===== src/rtl/pool_apb_initiator.sv =====
// APB master that runs one pool pass per accepted command: program Flen/num_INCH, pulse START, poll DONE, read clk_counter.
// Optional macro POLL_TIMEOUT_EN bounds DONE polling to POLL_MAX reads and reports err when the budget runs out.
module pool_apb_initiator #(
  parameter logic [31:0] ADDR_START  = 32'h00,
  parameter logic [31:0] ADDR_DONE   = 32'h04,
  parameter logic [31:0] ADDR_FLEN   = 32'h08,
  parameter logic [31:0] ADDR_INCH   = 32'h0C,
  parameter logic [31:0] ADDR_CLKCNT = 32'h10,
  parameter int unsigned POLL_GAP    = 4,
  parameter int unsigned POLL_MAX    = 1024
) (
  input  logic        CLK,
  input  logic        RESET,
  input  logic        cmd_valid,
  output logic        cmd_ready,
  input  logic [5:0]  cmd_flen,
  input  logic [8:0]  cmd_inch,
  output logic        busy,
  output logic        done,
  output logic        err,
  output logic [31:0] cycles,
  output logic [31:0] PADDR,
  output logic        PSEL,
  output logic        PENABLE,
  output logic        PWRITE,
  output logic [31:0] PWDATA,
  input  logic [31:0] PRDATA,
  input  logic        PREADY,
  input  logic        PSLVERR
);

  typedef enum logic [3:0] {
    S_IDLE, S_WR_FLEN, S_WR_INCH, S_WR_START, S_POLL, S_GAP, S_WR_STOP, S_RD_CNT, S_FIN
  } state_t;

  localparam int unsigned GW = (POLL_GAP > 1) ? $clog2(POLL_GAP) : 1;
  localparam logic [GW-1:0] GAP_LAST = GW'((POLL_GAP > 0) ? POLL_GAP - 1 : 0);

  state_t        state_q, state_d;
  logic          access_q, access_d;
  logic [5:0]    flen_q, flen_d;
  logic [8:0]    inch_q, inch_d;
  logic          err_q, err_d;
  logic [31:0]   cycles_q, cycles_d;
  logic [GW-1:0] gap_q, gap_d;

`ifdef POLL_TIMEOUT_EN
  localparam int unsigned PW = $clog2(POLL_MAX + 1);
  localparam logic [PW-1:0] POLL_LAST = PW'(POLL_MAX - 1);
  logic [PW-1:0] poll_q, poll_d;
  logic          tmo_q, tmo_d;
`else
  logic unused_poll_max;
  assign unused_poll_max = |POLL_MAX;
`endif

  logic        sel;
  logic        pwrite;
  logic [31:0] paddr;
  logic [31:0] pwdata;

  // Address/data are pure decodes of the registered state, so they hold from SETUP through ACCESS.
  always_comb begin
    sel    = 1'b1;
    paddr  = '0;
    pwrite = 1'b0;
    pwdata = '0;
    case (state_q)
      S_WR_FLEN:  begin paddr = ADDR_FLEN;  pwrite = 1'b1; pwdata = {26'b0, flen_q}; end
      S_WR_INCH:  begin paddr = ADDR_INCH;  pwrite = 1'b1; pwdata = {23'b0, inch_q}; end
      S_WR_START: begin paddr = ADDR_START; pwrite = 1'b1; pwdata = 32'd1; end
      S_POLL:     paddr = ADDR_DONE;
      S_WR_STOP:  begin paddr = ADDR_START; pwrite = 1'b1; end
      S_RD_CNT:   paddr = ADDR_CLKCNT;
      default:    sel = 1'b0;
    endcase
  end

  always_comb begin
    state_d  = state_q;
    access_d = access_q;
    flen_d   = flen_q;
    inch_d   = inch_q;
    err_d    = err_q;
    cycles_d = cycles_q;
    gap_d    = gap_q;
`ifdef POLL_TIMEOUT_EN
    poll_d   = poll_q;
    tmo_d    = tmo_q;
`endif
    case (state_q)
      S_IDLE: begin
        if (cmd_valid) begin
          state_d  = S_WR_FLEN;
          access_d = 1'b0;
          flen_d   = cmd_flen;
          inch_d   = cmd_inch;
          err_d    = 1'b0;
        end
      end
      S_GAP: begin
        if (gap_q == GAP_LAST) state_d = S_POLL;
        else                   gap_d   = gap_q + GW'(1);
      end
      S_FIN: state_d = S_IDLE;
      default: begin
        if (!access_q) begin
          access_d = 1'b1;
        end else if (PREADY) begin
          access_d = 1'b0;
          if (PSLVERR) begin
            state_d = S_FIN;
            err_d   = 1'b1;
          end else begin
            case (state_q)
              S_WR_FLEN: state_d = S_WR_INCH;
              S_WR_INCH: begin
                state_d = S_WR_START;
`ifdef POLL_TIMEOUT_EN
                poll_d  = '0;
                tmo_d   = 1'b0;
`endif
              end
              S_WR_START: state_d = S_POLL;
              S_POLL: begin
                if (PRDATA[0]) begin
                  state_d = S_WR_STOP;
`ifdef POLL_TIMEOUT_EN
                end else if (poll_q == POLL_LAST) begin
                  state_d = S_WR_STOP;
                  tmo_d   = 1'b1;
`endif
                end else if (POLL_GAP == 0) begin
                  state_d = S_POLL;
                end else begin
                  state_d = S_GAP;
                  gap_d   = '0;
                end
`ifdef POLL_TIMEOUT_EN
                poll_d = poll_q + PW'(1);
`endif
              end
              S_WR_STOP: begin
`ifdef POLL_TIMEOUT_EN
                // A timed-out run never reads the counter; cycles keeps its old value.
                if (tmo_q) begin
                  state_d = S_FIN;
                  err_d   = 1'b1;
                end else begin
                  state_d = S_RD_CNT;
                end
`else
                state_d = S_RD_CNT;
`endif
              end
              S_RD_CNT: begin
                cycles_d = PRDATA;
                state_d  = S_FIN;
              end
              default: state_d = S_IDLE;
            endcase
          end
        end
      end
    endcase
  end

  always_ff @(posedge CLK or posedge RESET) begin
    if (RESET) begin
      state_q  <= S_IDLE;
      access_q <= 1'b0;
      flen_q   <= '0;
      inch_q   <= '0;
      err_q    <= 1'b0;
      cycles_q <= '0;
      gap_q    <= '0;
`ifdef POLL_TIMEOUT_EN
      poll_q   <= '0;
      tmo_q    <= 1'b0;
`endif
    end else begin
      state_q  <= state_d;
      access_q <= access_d;
      flen_q   <= flen_d;
      inch_q   <= inch_d;
      err_q    <= err_d;
      cycles_q <= cycles_d;
      gap_q    <= gap_d;
`ifdef POLL_TIMEOUT_EN
      poll_q   <= poll_d;
      tmo_q    <= tmo_d;
`endif
    end
  end

  assign cmd_ready = (state_q == S_IDLE);
  assign busy      = (state_q != S_IDLE);
  assign done      = (state_q == S_FIN);
  assign err       = err_q;
  assign cycles    = cycles_q;
  assign PSEL      = sel;
  assign PENABLE   = access_q;
  assign PADDR     = paddr;
  assign PWRITE    = pwrite;
  assign PWDATA    = pwdata;

endmodule

===== config.mk =====
export PLATFORM = sky130hd
export DESIGN_NAME = pool_apb_initiator
export DESIGN_NICKNAME = d
export VERILOG_FILES = /design/src/rtl/pool_apb_initiator.sv
export SDC_FILE = /design/constraint.sdc
export NUM_CORES = 1
export LEC_CHECK = 0
export ABC_AREA = 1
export ABC_CLOCK_PERIOD_IN_PS = 3300
export CAP_MARGIN = 20
export CORE_AREA = 2 2 90 92
export DETAILED_ROUTE_END_ITERATION = 10
export DIE_AREA = 0 0 92 94
export PLACE_DENSITY_LB_ADDON = 0.15
export SLEW_MARGIN = 5
export SYNTH_ARGS = -nofsm -noshare
export SYNTH_HDL_FRONTEND = slang
export SYNTH_SLANG_ARGS = --single-unit

===== constraint.sdc =====
create_clock -name CLK -period 3.3 [get_ports CLK]
set_clock_uncertainty 0.1 [all_clocks]
set_input_delay 0.66 -clock CLK [delete_from_list [all_inputs] [get_ports CLK]]
set_output_delay 0.66 -clock CLK [all_outputs]
set_load 0.03 [all_outputs]

; ---- Word-level counts from Yosys, hierarchy flattened
; Cells that the tools add are included.
[totals]
input_bits = 52
ff_bits = 55
output_inout_bits = 103
[classes]
eq_ne = 14
bitwise = 4
n_mux = 27
n_addsub = 1
n_reduce_logical = 21
[ops]
columns = operator, n
row1 = $pmux 9 s3, 1
row2 = $pmux 4 s6, 1
row3 = $mux 4, 5
row4 = $pmux 5 s4, 1
row5 = $eq 4x3->1 const B, 4
row6 = $mux 2, 7
row7 = $pmux 4 s3, 1
row8 = $reduce_bool 2->1, 6
row9 = $reduce_bool 4->1, 3
row10 = $reduce_and 5->1, 2
row11 = $eq 4x2->1 const B, 2
row12 = $mux 1, 8
row13 = $reduce_and 7->1, 1
row14 = $ne 2x2->1 const B, 3
row15 = $reduce_or 6->1, 1
row16 = $eq 4x1->1 const B, 1
row17 = $eq 4x4->1 const B, 1
row18 = $logic_not 4->1, 1
row19 = $ne 2x1->1 const B, 2
row20 = $not 1->1, 4
row21 = $pmux 1 s2, 2
row22 = $pmux 2 s2, 1
row23 = $reduce_and 2->1, 2
row24 = $reduce_and 4->1, 1
row25 = 5 further kinds, 6

; ---- Logic depth before layout (Yosys ltp)
[logic_depth]
word_depth = 6
mapped_depth = 9

; ---- Worst setup path before layout
; OpenSTA, ideal clock, no wires.
[synth_path]
path_kind = flip-flop to output port
start = register state_q[0]
end = output port PWDATA[2]
path_stages_with_launch = 6
n_path_buf = 1
path_slack_ns = 1.045
t_required_ns = 2.540
t_arrival_ns = 1.495
path_cell_list = dfrtp_1 buf_4 inv_2 nor2_2 nand2_1 o21ai_0
[synth_between]
elab_chain_cells = 2
word_cells_on_any_way = 4
[synth_lines]
columns = item, line
row1 = start: declaration, 39  ; state_t state_q, state_d;
row2 = start signal: assignment, 182  ; state_q <= state_d;
row3 = $eq 4x2->1 or $eq 4x1->1 (tied branches), 68  ; case (state_q)
row4 = $pmux 9 s3 *, 68
row5 = end: declaration, 26  ; output logic [31:0] PWDATA,
; Every way passes the cells marked *; elsewhere a longest branch is shown, timed or not.

; ---- Worst setup path in the final report
[layout_path]
start = register state_q[0]
end = output port PWDATA[5]
; The elaborated chain is that of the path after synthesis.

==> flow_summary.json <==
{
  "status": "finished, final reports clean",
  "antennaDiodeCount": 0,
  "dieArea_mm2": 0.00865,
  "fin_tns_setup_ns": 0,
  "htree_num_levels": 2,
  "hold_slack_ns": 0.388,
  "cp-start-kind": "flip-flop",
  "crit_family": "buffers and inverters",
  "clk_latency_ns": 0.31,
  "synth_fa_ha_area_share_pct": 0.422,
  "drc_errors": 0,
  "syn_area_mm2": 0.00296,
  "final_cell_area_mm2": 0.00399,
  "p_comb_share_pct": 48.6,
  "critical_path_buf_inv_count": 2,
  "power.density_mw_per_mm2": 673,
  "drv_slew": 0,
  "antenna_found_initial": 0,
  "finalSetupViolCount": 0,
  "cts_resized": 0,
  "path_cells": "inv_2 -> nor2_2 -> nand2_1 -> o21ai_0 -> clkdlybuf4s50_1",
  "maxUsedRoutingLayer": "met4",
  "cp_max_fo": 7,
  "routedWlPerCell_um": 11.9,
  "grt_pass1_vias": 2341,
  "yosysSeqAreaShare_pct": 46.5,
  "vias_per_cell": 4.30,
  "slowest_stage": "clkdlybuf4s50_1",
  "clkTransAtPathRegs_ns": 0.10,
  "worstSetupPathType": "reg -> out",
  "ant_nets": 0,
  "numCtsBuffers": 5,
  "cp.required_ns": 2.54,
  "min_period_over_period_pct": 90.3,
  "switching_share_pct": 43.9,
  "cts-root-buf": "clkbuf_8",
  "synth_simple_gate_area_share_pct": 26.7,
  "dpl.hpwl_mm": 5.05,
  "met3WireLength_um": 585,
  "switchingPower_w": 0.00118,
  "vias": 2487,
  "first_pass_iters": 4,
  "cts_sinks": 55,
  "rows": 32,
  "r2r_start": "state_q[1]$_DFFE_PP0P_",
  "r2r_cells": 7,
  "die_x_um": 92,
  "layout_commonest_cell": "nand2_1",
  "cap_violations": 0,
  "die_h_um": 94,
  "yosysUniqueCellTypes": 24,
  "cp-end-kind": "output port",
  "gp_congestion": 0.870,
  "r2r-end": "inch_q[7]$_DFFE_PP0P_",
  "synthMuxAreaShare_pct": 0,
  "area_delta_synth_final_pct": 34.7,
  "critical_path_cell_count": 5,
  "worst-endpoint-arrival_ns": 2.22,
  "hold_class": "reg -> reg",
  "finalHoldViolCount": 0,
  "cts_buffer_depth": 2,
  "nNetsFinal": 529,
  "crit_end": "PWDATA[5]",
  "initial_utilization_pct": 38.9,
  "ios": 155,
  "wirelength_mm": 6.90,
  "cts_tree": "built",
  "dr_wl_met2_mm": 3.17,
  "synth_xor_area_share_pct": 0,
  "grt_max_degree": 36,
  "critPathMaxStageDelay_ns": 0.70,
  "clkPwrFrac_pct": 17.6,
  "grt_pass1_wl_mm": 10.9,
  "p_int_w": 0.00151,
  "worst_pin_slew_ns": 0.728,
  "final_layout_size_suffix_gt1_share_pct": 5.87,
  "initialDrtViolationCount": 87,
  "postLayoutCoreUtil_pct": 52.4,
  "io_buffers": 102,
  "whs_path_depth": 2,
  "core_mm2": 0.00761,
  "m1WireLength_mm": 3.04,
  "crit_start": "state_q[0]$_DFFE_PP0P_",
  "finalCriticalPeriod_ns": 2.98,
  "synth-seq-cells": 55,
  "gr-total-overflow": 0,
  "irDropWorstVdd_uv": 254,
  "hold_buffers": 0,
  "synth_top_family_by_area": "simple AND/OR/NAND/NOR gates",
  "fmaxAchievable_mhz": 336,
  "p_leak_nw": 2.09,
  "r2r_slack_ns": 1.34,
  "grtUsageTotal_pct": 16.0,
  "seq_power_share_pct": 33.8,
  "layout_common_cells": "nand2_1, clkdlybuf4s50_1, dfrtp_1",
  "post_cts_buffers": 0,
  "synth_compound_area_share_pct": 7.69,
  "rsz0062_at_grt": "false",
  "synthCells": 377,
  "postPlaceCellArea_mm2": 0.00387,
  "slew_headroom_pct": 51.4,
  "yosys_warnings": 0,
  "syn_avg_cell_area_um2": 7.86
}
-- registers in the layout, indices dropped and copies added (netlist names) --
name,flops
err,1
inch_q,9
PENABLE,1
gap_q,2
state_q,4
cycles,32
flen_q,6
-- power by group through the flow --
stage	sequential [W]	clock, W	combinational [W]
floorplan	0.000937	0	0.000901
global placement	0.000912	0	0.00131
detailed placement	0.000915	0	0.00132
CTS	0.000905	0.000488	0.00132
global route	0.000923	0.000511	0.00144
finish	0.000907	0.000473	0.00131
-- through the flow --
stage / cells / setup slack, ns / power [W]
after floorplan: 428 / 1.05 / 0.00184
after global placement: 571 / 0.729 / 0.00222
after detailed placement: 571 / 0.653 / 0.00223
after CTS: 579 / 0.306 / 0.00271
after global routing: 579 / 0.155 / 0.00288
final: 579 / 0.320 / 0.00269
-- per-layer routing --
metal | up-vias | GRT usage [%]
met3 | 8 | 5.38
met4 | 0 | 5.85
met5 | - | 0
met2 | 101 | 26.0
met1 | 1112 | 19.8
li1 | 1266 | -
-- worst register-to-register path, delay by kind of cell (launching register included) --
kind                   cells  cell delay [ns]
buffers and inverters      2             0.45
and+or+nand+nor            4             0.76
DFF                        1             0.47
AOI/OAI and AO/OA          1             0.09
-- Yosys cell counts, drive strengths merged --
cell type  count  area share [%]
or2            1            0.21
nand3         19             3.6
nor2          16             3.0
o21ai         42             7.1
inv           21             2.7
buf           62              15
nand3b         1            0.25
ha             1            0.42
nand2        150              19
dfrtp         55              46
a21oi          2            0.34
o211ai         1            0.25
clkbuf         4            0.55
nand4          1            0.21
conb           1            0.13
-- logic make-up after synthesis --
group | after synthesis
AND/OR/NAND/NOR | 188
buffers and inverters | 87
flip-flops | 55
AO/OA/AOI/OAI | 45
adder cells (fa/ha/maj) | 1
other | 1
-- worst min path at each step --
stage | startpoint | endpoint | slack [ns]
finish | cycles[4]$_DFFE_PP0P_ | cycles[4]$_DFFE_PP0P_ | 0.39
detailed placement | cycles[4]$_DFFE_PP0P_ | cycles[4]$_DFFE_PP0P_ | 0.37
global route | cycles[4]$_DFFE_PP0P_ | cycles[4]$_DFFE_PP0P_ | 0.41
global placement | cycles[25]$_DFFE_PP0P_ | cycles[25]$_DFFE_PP0P_ | 0.36
floorplan | gap_q[1]$_DFFE_PP0P_ | gap_q[1]$_DFFE_PP0P_ | 0.35
CTS | cycles[4]$_DFFE_PP0P_ | cycles[4]$_DFFE_PP0P_ | 0.39
-- final cells by class --
class                           instances  area (um^2)
Inverter                               21         78.8
Clock inverter                          2         38.8
Timing Repair Buffer                  107         1060
Sequential cell                        55         1380
Clock buffer                            6         82.6
Tap cell                              102          128
Fill cell                             748         3620
Multi-Input combinational cell        286         1230
(Power assumes the default switching activity.)
==> patch: new RTL, same flow settings <==
The 9 states of `state_t` get a one-hot encoding in 9 bits.
--- a/src/rtl/pool_apb_initiator.sv
+++ b/src/rtl/pool_apb_initiator.sv
@@ -30,6 +30,6 @@
 );
 
-  typedef enum logic [3:0] {
-    S_IDLE, S_WR_FLEN, S_WR_INCH, S_WR_START, S_POLL, S_GAP, S_WR_STOP, S_RD_CNT, S_FIN
+  typedef enum logic [8:0] {
+    S_IDLE = 9'b000000001, S_WR_FLEN = 9'b000000010, S_WR_INCH = 9'b000000100, S_WR_START = 9'b000001000, S_POLL = 9'b000010000, S_GAP = 9'b000100000, S_WR_STOP = 9'b001000000, S_RD_CNT = 9'b010000000, S_FIN = 9'b100000000
   } state_t;
 
Formal check against the unedited RTL: same outputs for any inputs over 10 cycles, from zero or initial values and one cycle with RESET high; not proved beyond that.
==> patch against the unedited design <==
- sequential cell count rose by 5
- setup slack got worse by 0.15 ns
- power fell by 2.5%
- design area rose by 14%
- die area did not move
- clock power rose by 27%
- synthesized area rose by 18%
- wire length rose by 8.0%
- highest routed layer unchanged
- via count rose by 8.3%
- register-to-register slack got worse by 0.29 ns
- maximum frequency fell by 4.8%
==> patch: results (changes against the unedited design) <==
metric	value	unit	change
reg-to-reg critical path startpoint	state_q[0]		
GRT Resource Usage Total	18.2	%	+2.3 points
arrival time of the worst setup path	2.37	ns	+0.15 ns
cell count after placement	599		+4.9%
Post-DP Area	4370	sq um	+13%
register-to-register setup slack	1.05	ns	-0.29 ns
min-delay src	inch_q[2]		
synth unique cells	28		+17%
Max VDD drop	0.206	mV	-19%
hold path cells	2		unchanged
Commonest cells post-synth	86 x nand2_1, 59 x dfrtp_1, 54 x buf_4, 52 x inv_1, 32 x o21ai_2		
#FFs+latches synth	60		+9.1%
fill cell count	710		-5.1%
htree depth	3		+1
Layout Nets	561		+6.0%
Main synth FF type	dfrtp_1		
largest fanout on the critical path	6		-1
main area contributors after synthesis	dfrtp_1 42%, buf_4 12%, nand2_1 9.3%		
worst skew pair latency	0.33	ns	+0.02 ns
post-layout instance count excluding filler cells	613		+5.9%
Gate Count Post-Synth	403		+6.9%
Num CTS Buffers	9		+4
status	finished, final reports clean		
final WL	7.45	mm	+8.0%
drt first-iter violations	116		+33%
worst hold path endpoint	inch_q[2]		
register area share after synthesis	43.2	%	-3.3 points
first-pass GRT wire length	12.4	mm	+14%
Worst R2R Path Depth	10		+3
leakage power	2.44	nW	+17%
RePlAce Congestion	0.823		-5.4%
Detailed Place HPWL	5.56	mm	+10%
r2r endpoint	cycles[2]		
pin count of the biggest net entering global routing	41		+14%
pre-CTS setup slack	0.407	ns	-0.246 ns
clock-pin transition on the worst setup and hold timing paths	0.07	ns	-0.03 ns
WHS	0.382	ns	-0.00615 ns
share of cells above drive strength 1	20.9	%	+15 points
patch: cell count changes in the layout (fill, tap and decap cells not counted), moves of 8 or more:
cell / delta
inv_1: +32
o21ai_2: +32
o21ai_1: -27
inv_2: +8
nand2_1: -61
nand2_2: +28
patch: per-layer routing:
| layer | routed length [um] | global-route usage [%] | up-vias |
|---|---|---|---|
| li1 | - | - | 1336 |
| met1 | 3050 | 21.7 | 1247 |
| met2 | 3540 | 29.5 | 102 |
| met3 | 740 | 7.70 | 9 |
| met4 | 125 | 6.72 | 0 |
| met5 | 0 | 0 | - |
patch: what timing repair did:
action | CTS | global route
setup endpoints to repair | 0 | 6
buffers inserted | 0 | 0
gates resized for setup | 0 | 7
patch: logic make-up after synthesis:
logic type | share of synthesized area [%]
simple gates | 24.3
fa+ha+maj | 0.359
buf+inv | 20.6
flops | 43.2
other cells | 0.108
compound gates | 11.5
patch: worst max-delay path, cell delays in order (launching register included):
cell and delay, ns:
dfrtp_1 0.41, nor2_2 0.16, nand3_1 0.11, nor2_1 0.14, nand3_1 0.24, nand2_1 0.16
inv_1 0.07, nand3_1 0.07, clkdlybuf4s50_1 0.67
patch: power groups by stage:
stage                     clock network [mW]  logic, mW  registers, mW
after floorplan                            0      0.809          0.957
after global placement                     0       1.07          0.949
final                                  0.601       1.08          0.939
after CTS                              0.621       1.09          0.940
after detailed placement                   0       1.09          0.953
after global routing                   0.658       1.19          0.952
patch: how the worst max path moves through the flow:
stage / start / to / slack, ns / cells past startpoint
2_1_floorplan: state_q[4] / PWRITE / 1.01 / 7
3_3_place_gp: state_q[4] / PWDATA[0] / 0.46 / 8
3_5_place_dp: state_q[4] / PWDATA[0] / 0.41 / 8
4_1_cts: state_q[4] / PWDATA[0] / 0.02 / 8
5_1_grt: state_q[4] / PWRITE / 0.02 / 8
6_report: state_q[4] / PWRITE / 0.17 / 8
patch: area by class of cell:
class                           count  area [sq um]  share of cell area [%]
Clock buffer                       12           165                    3.62
Clock inverter                      2          10.0                   0.220
Inverter                           61           229                    5.02
Multi-Input combinational cell    271          1450                    31.9
Sequential cell                    60          1500                    33.0
Tap cell                          102           128                    2.80
Timing Repair Buffer              105          1070                    23.5
